[src/rtl/gray_step_tracker_pkg.sv]
// Shared types for the Gray-code step tracker.
// Holds the Gray word width and the tracker FSM state encoding.
package gray_step_tracker_pkg;
  localparam int GRAY_W = 4;

  typedef enum logic {
    IDLE  = 1'b0,
    TRACK = 1'b1
  } state_t;
endpackage

[src/rtl/gray_to_bin.sv]
// Combinational Gray-to-binary decode.
// Each binary bit is the XOR of all Gray bits at or above it.
module gray_to_bin
  import gray_step_tracker_pkg::*;
(
  input  logic [GRAY_W-1:0] gray,
  output logic [GRAY_W-1:0] bin
);

  always_comb begin
    bin = gray;
    for (int i = 1; i < GRAY_W; i++) begin
      bin = bin ^ (gray >> i);
    end
  end

endmodule

[src/rtl/gray_step_tracker.sv]
// Decodes a sampled Gray position and classifies each sample as up, down, hold or illegal jump.
// All results are registered one clock after in_valid; there is no backpressure.
module gray_step_tracker
  import gray_step_tracker_pkg::*;
#(
  parameter int POS_W = 8,
  parameter int ERR_W = 4
) (
  input  logic              clk,
  input  logic              rst_n,
  input  logic              in_valid,
  input  logic [GRAY_W-1:0] gray_in,
  input  logic              clr,
  output logic              out_valid,
  output logic [GRAY_W-1:0] bin_out,
  output logic              step_up,
  output logic              step_down,
  output logic              step_err,
  output logic [POS_W-1:0]  pos,
  output logic [ERR_W-1:0]  err_cnt
);

  state_t            state;
  state_t            state_nxt;
  logic [GRAY_W-1:0] bin_dec;
  logic [GRAY_W-1:0] baseline;
  logic [GRAY_W-1:0] diff;
  logic              up_c;
  logic              down_c;
  logic              err_c;

  gray_to_bin u_dec (
    .gray (gray_in),
    .bin  (bin_dec)
  );

  always_ff @(posedge clk) begin
    if (!rst_n) begin
      state <= IDLE;
    end else begin
      state <= state_nxt;
    end
  end

  always_comb begin
    state_nxt = state;
    if (in_valid) begin
      state_nxt = TRACK;
    end
  end

  // Modulo-16 difference; the IDLE sample only establishes the baseline.
  always_comb begin
    diff   = bin_dec - baseline;
    up_c   = 1'b0;
    down_c = 1'b0;
    err_c  = 1'b0;
    if (in_valid && state == TRACK) begin
      case (diff)
        GRAY_W'(0):  ;
        GRAY_W'(1):  up_c   = 1'b1;
        GRAY_W'(15): down_c = 1'b1;
        default:     err_c  = 1'b1;
      endcase
    end
  end

  always_ff @(posedge clk) begin
    if (!rst_n) begin
      baseline  <= '0;
      out_valid <= 1'b0;
      bin_out   <= '0;
      step_up   <= 1'b0;
      step_down <= 1'b0;
      step_err  <= 1'b0;
      pos       <= '0;
      err_cnt   <= '0;
    end else begin
      out_valid <= in_valid;
      step_up   <= up_c;
      step_down <= down_c;
      step_err  <= err_c;
      if (in_valid) begin
        baseline <= bin_dec;
        bin_out  <= bin_dec;
      end
      // clr overrides any same-cycle accumulator update.
      if (clr) begin
        pos     <= '0;
        err_cnt <= '0;
      end else begin
        if (up_c) begin
          pos <= pos + POS_W'(1);
        end else if (down_c) begin
          pos <= pos - POS_W'(1);
        end
        if (err_c && err_cnt != {ERR_W{1'b1}}) begin
          err_cnt <= err_cnt + ERR_W'(1);
        end
      end
    end
  end

endmodule

[config.mk]
export PLATFORM = sky130hd
export DESIGN_NAME = gray_step_tracker
export DESIGN_NICKNAME = d
export VERILOG_FILES = /design/src/rtl/gray_step_tracker_pkg.sv /design/src/rtl/gray_to_bin.sv /design/src/rtl/gray_step_tracker.sv
export SDC_FILE = /design/constraint.sdc
export NUM_CORES = 1
export LEC_CHECK = 0
export ABC_AREA = 1
export BUFFER_PORTS_ARGS = -buffer_cell sky130_fd_sc_hd__buf_4
export CORE_UTILIZATION = 48
export DETAILED_ROUTE_END_ITERATION = 8
export PLACE_DENSITY = 0.74
export REMOVE_ABC_BUFFERS = 1
export SLEW_MARGIN = 5
export SYNTH_ARGS = -nofsm -noshare
export SYNTH_HDL_FRONTEND = slang
export SYNTH_SLANG_ARGS = --single-unit
[constraint.sdc]
create_clock -name clk -period 4 [get_ports clk]
set_input_delay 1 -clock clk [delete_from_list [all_inputs] [get_ports clk]]
set_output_delay 1 -clock clk [all_outputs]
set_load 0.005 [all_outputs]
# Yosys cells after proc, flatten, opt, wreduce, memory -nomap -nowiden
# Index checks and enable logic that the tools add are counted.
[word_totals] ff_bits=21 elab_cells=33 input_bits=8
[op_classes] eq_ne=3 mux=8 add_sub_neg=4 n_bitwise=4 n_reduce_logical=6
[ops] op="$mux W8" count=2
[ops] op="$add A8 B1 Y8 const B" count=1
[ops] op="$sub A8 B1 Y8 const B" count=1
[ops] op="$mux W1" count=6
[ops] op="$add A4 B1 Y4 const B" count=1
[ops] op="$eq A4 B1 Y1 const B" count=1
[ops] op="$eq A4 B4 Y1 const B" count=1
[ops] op="$logic_not A4 Y1" count=1
[ops] op="$ne A4 B4 Y1 const B" count=1
[ops] op="$sub A4 B4 Y4" count=1
[ops] op="$xor A4 B1 Y4" count=1
[ops] op="$xor A4 B2 Y4" count=1
[ops] op="$xor A4 B3 Y4" count=1
[ops] op="$reduce_or A3 Y1" count=1
[ops] op="$logic_and A1 B1 Y1" count=2
[ops] op="$reduce_bool A2 Y1" count=1
[ops] op="$reduce_or A2 Y1" count=1
[ops] op="$not A1 Y1" count=1

# Longest topological paths before layout
[depth] depth_word=9 ltp_mapped=24 mapped_depth_nobuf=24

# Cells and area by module
# Synthesis repeated with hierarchy kept, for this count alone.
[hier_totals] cells_unflattened=184 area_unflattened_um2=1318.8
[modules_own_cells] mod="gray_step_tracker" n_inst=1 cells_each=161 area_each_um2=1226.2 seq_area_each_um2=420.4
[modules_own_cells] mod="gray_to_bin" n_inst=1 cells_each=23 area_each_um2=92.6 seq_area_each_um2=0.0

# Least setup slack after synthesis
# OpenSTA, ideal clock, no wires.
[synth_path] path_kind="input port to flip-flop" startpoint="input gray_in[3]" endpoint="register pos[7]" path_slack_ns=-0.123 required_ns=3.887 path_buffers=0 arrival_ns=4.010 path_stages=19 cell_sequence="xor2_1 or2_2 nand2_2 xor2_1 inv_1 ha_1 fa_1 inv_1 nor3_2 nand3_4 ha_1 a21oi_1 nand2_1 a21oi_1 inv_1 nand2_1 nand3_1 nor2_1 nor2_1"
[synth_via] word_cells_on_any_way=12
[synth_lines] item="start: declaration" line_no="gray_step_tracker.sv:12" rtl="input logic [GRAY_W-1:0] gray_in,"
[synth_lines] item="$xor A4 B2 Y4 *" line_no="gray_to_bin.sv:13" rtl="bin = bin ^ (gray >> i);"
[synth_lines] item="$xor A4 B1 Y4 *" line_no="gray_to_bin.sv:13"
[synth_lines] item="named net bin_dec[1]" line_no="gray_step_tracker.sv:25" rtl="logic [GRAY_W-1:0] bin_dec;"
[synth_lines] item="$sub A4 B4 Y4 *" line_no="gray_step_tracker.sv:54" rtl="diff = bin_dec - baseline;"
[synth_lines] item="$eq A4 B1 Y1 or $eq A4 B4 Y1 (tied branches)" line_no="gray_step_tracker.sv:59" rtl="case (diff)"
[synth_lines] item="$mux W1" line_no="gray_step_tracker.sv:59"
[synth_lines] item="$mux W1" line_no="gray_step_tracker.sv:58" rtl="if (in_valid && state == TRACK) begin"
[synth_lines] item="$mux W8 or $reduce_bool A2 Y1 (tied branches)"
[synth_lines] item="end signal: assignment" line_no="gray_step_tracker.sv:93" rtl="pos <= pos + POS_W'(1);"
[synth_lines] item="end signal: assignment" line_no="gray_step_tracker.sv:95" rtl="pos <= pos - POS_W'(1);"
[synth_lines] item="end: declaration" line_no="gray_step_tracker.sv:19" rtl="output logic [POS_W-1:0] pos,"
# Mark *: on every way through the listed nets, which the timed path passes. The rest lies on a longest branch.
# A chain may end at the register's enable or synchronous reset.

# Worst setup path in the final report
[layout_path] startpoint="input gray_in[3]" endpoint="register pos[7]"
[layout_via] elab_chain_len=8 word_cells_on_any_way=12
[layout_lines] item="$xor A4 B3 Y4 *" line_no="gray_to_bin.sv:13"
[layout_lines] item="$xor A4 B2 Y4 *" line_no="gray_to_bin.sv:13"
[layout_lines] item="$xor A4 B1 Y4 *" line_no="gray_to_bin.sv:13"
[layout_lines] item="named net bin_dec[2]" line_no="gray_step_tracker.sv:25"
[layout_lines] item="$sub A4 B4 Y4 *" line_no="gray_step_tracker.sv:54"
[layout_lines] item="$eq A4 B1 Y1 or $eq A4 B4 Y1 (tied branches)" line_no="gray_step_tracker.sv:59"
[layout_lines] item="$mux W1" line_no="gray_step_tracker.sv:59"
[layout_lines] item="$mux W1" line_no="gray_step_tracker.sv:58"
[layout_lines] item="$mux W8 or $reduce_bool A2 Y1 (tied branches)"
# Marks and branches as above.

==> summary.txt <==
Die
  • # rows: 18
  • Die Y-Extent: 54.6 um
  • Initial core utilization: 0.523
  • Die width: around 55 um
  • Io pins: 28
  • Core area: approximately 2500 um2
  • Die ar.: ~3000 um2

Yosys
  • Synth warn: 0
  • Predominant post-synthesis flop cell: dfxtp_1
  • Syn Inst Count: 175
  • Post-synth EDFFs: 0
  • Register bit total from synthesis: 21
  • Adder-cell area share of the yosys netlist: 0.124
  • Register area share after synthesis: 0.316
  • Post-synthesis xor/xnor area fraction: 0.0659
  • Synth top area share: 0.316
  • Syn avg cell area: about 7.6 um2
  • Number of library cell types mapped by synthesis: 27
  • Mux share of post-synthesis cell area: 0
  • Largest family of logic cells by synthesized area: simple AND/OR/NAND/NOR gates
  • Synthesized cell area: 1330 um2
  • Complex-gate fraction of the synthesized area: 0.133
  • Top post-synthesis cells by area: dfxtp_1 32%, ha_1 9.4%, nand2_1 9.3%
  • Post-Synth Simple-Gate Area: 0.277
  • Share of synthesized registers carrying an async set or reset: 0
  • Area leader, netlist: dfxtp_1

STA
  • Setup WS post-layout: ~0.13 ns
  • Hold Fails Final Rpt: 0
  • Fmax: between 0.2 and 0.3 GHz
  • Actual slew at the worst max-slew pin: 0.642 ns
  • RSZ-0062 raised after global routing: true
  • Slew Viols, Final: 0
  • Final Skew: ~0.0023 ns
  • Final Setup Violations: 0
  • Min cycle time layout: roughly 3.9 ns
  • Final worst path period share: 0.967
  • Slew HR: 0.570

Setup path
  • Startpoint Class: input port
  • Slowest-stage cell, CP: fa_1
  • Critical path peak fanout: 8
  • Critical path class: in2reg
  • Cell mode on critical path: nand2_1
  • CP endpoint kind: register
  • Worst Path Arrival: 4.13 ns
  • R2R depth: 15
  • Worst path cell trace: buf_4 > xor2_2 > or2_4 > nand2_4 > xor2_2 > inv_1 > ha_2 > fa_1 > inv_2 > nor3_4 > nand3_4 > ha_1 > nand2_1 > nor2_1 > a21oi_2 > inv_1 > nand2_1 > nand3_2 > nand2_1 > nand2_1 > nor2_1
  • Largest stage delay, worst path: 0.53 ns
  • Req. time, crit path: 4.26 ns

Route
  • Initial drt markers: 29
  • DRC: 0
  • First-pass DRT Iterations: 4
  • Vias per inst: 5.11
  • Total wire length: roughly 2.9 mm
  • WL per Instance: between 10 and 15 um
  • ANT nets after route: 0
  • Vias: ~1,300

GRT
  • Initial antenna violation count: 0
  • Layer with the highest usage: met2
  • Global-route wire length before repair: between 4 and 5 mm
  • Largest net degree at the start of global routing: 15
  • Met1 Usage GRT: 0.282
  • GRT met2 Usage: 0.392
  • All-Layer GR Usage: 0.231
  • Vias in the first global route: ~1,200
  • Met3 Use GR: 0.0361
  • GRT overflow: 0

Placed design
  • Post-Place Setup Slack: -0.375 ns
  • Placed Cells: 251
  • Hpwl dp: 2.23 mm
  • Routability cong.: about 0.85
  • Number of port buffers: 27

CTS
  • CTS Root Cell: clkbuf_4
  • # hold bufs at CTS: 0
  • CTS sink count: 21
  • H-tree levels: 1
  • CTS tree: done
  • Clock Pin Slew Worst Setup and Hold Paths: ~0.12 ns
  • CTS Buffer Depth: 2
  • CTS Buf Count: 3
  • Worst skew pair latency: ~0.31 ns

Layout
  • Layout Cells excl Fill: ~260
  • Layout cell share with drive strength beyond 1: 0.358
  • Register area: roughly 420 um2
  • Layout area overhead: 38.5%
  • Fill cells: roughly 210
  • Final #Nets: around 250
  • Multi-input gate area: ~900 um2
  • Commonest non-fill, non-tap cell in the layout: buf_4
  • Commonest non-fill, non-tap cells in the layout: 47 x buf_4, 31 x nand2_1, 24 x inv_1, 21 x dfxtp_1, 18 x a21oi_1
  • Antenna Cells: 0

Run
  • Max-Cap Viols: 0

Power and ir drop
  • Peak VDD IR: between 200 and 300 uV
  • Leak: about 0.0009 uW
  • Power Density: around 280 nW/um2

Status
  • Status: complete, no violations

Hold path
  • Min-Delay Path Class: reg2reg
  • WHS Path Cells: 2
[where the power goes]
part / total (uW) / internal [uW] / switching [uW]
Clock: 106 / 37.5 / 68.5
Combinational: 183 / 86.1 / 96.7
Sequential: 224 / 217 / 6.69
[layout make-up]
| type | instances | share of cell area |
|---|---|---|
| Tap cell | 30 | 0.0204 |
| Clock buffer | 3 | 0.0122 |
| Multi-Input combinational cell | 127 | 0.486 |
| Inverter | 26 | 0.0530 |
| Sequential cell | 21 | 0.228 |
| Clock inverter | 1 | 0.00272 |
| Timing Repair Buffer | 48 | 0.198 |
[path summary, 6_finish.rpt]
kind	startpoint	endpoint	slack, ns
setup / recovery	gray_in[3]	pos[7]$_SDFFE_PP0P_	0.13
hold / removal	state$_SDFFE_PN0P_	state$_SDFFE_PN0P_	0.47
setup reg to reg	baseline[0]$_SDFFE_PN0P_	pos[7]$_SDFFE_PP0P_	1.28
hold reg to reg	state$_SDFFE_PN0P_	state$_SDFFE_PN0P_	0.47
[stage by stage]
stage                      util  TNS [ns]  cell area (um2)  total power (uW)  hold slack, ns
after floorplan               -    -0.148             1320               332           0.421
after global placement    0.670     -1.06             1710               392           0.432
after detailed placement  0.670     -1.63             1710               397           0.458
after CTS                 0.705         0             1790               506           0.475
after global routing      0.724   -0.0194             1840               544           0.492
final                     0.724         0             1840               512           0.466
[repair_timing]
| item | CTS | global route |
|---|---|---|
| gates resized for setup | 6 | 11 |
| endpoints found under the setup margin | 1 | 5 |
| pin swaps | 2 | 7 |
| buffers inserted | 0 | 1 |
[synthesized netlist by cell type (2+ instances only)]
master	n
inv_1	25
xnor2_1	5
dfxtp_1	21
xor2_1	5
ha_1	10
nor2_1	11
a21oi_1	19
nand2_1	33
nor2_4	2
nand2_2	4
fa_1	2
or2_2	2
nand3_1	13
nand3_4	2
o21ai_1	4
o21ai_0	6
[layer usage]
| layer | part of all wire | routed length, um |
|---|---|---|
| met1 | 0.47 | 1350 |
| met2 | 0.47 | 1350 |
| met3 | 0.043 | 125 |
| met4 | 0.019 | 54 |
| met5 | 0 | 0 |
[flip-flops by register name (all words and copies together) (netlist names)]
signal	flops
err_cnt	4
step_up	1
baseline	4
state	1
step_err	1
pos	8
step_down	1
out_valid	1
[critical path, delay by kind of cell]
kind	cells	cell delay, ns
buffers and inverters	4	0.29
adder cells (fa/ha/maj)	3	1.08
XOR/XNOR	2	0.34
AND/OR/NAND/NOR	11	1.26
AO/OA/AOI/OAI	1	0.14
[kinds of logic after synthesis]
family / count (synthesis)
buffers and inverters: 27
AOI/OAI and AO/OA: 33
xor gates and xnor gates: 10
DFF: 21
adders and majority gates: 12
and+or+nand+nor: 72
(Power assumes the default switching activity.)
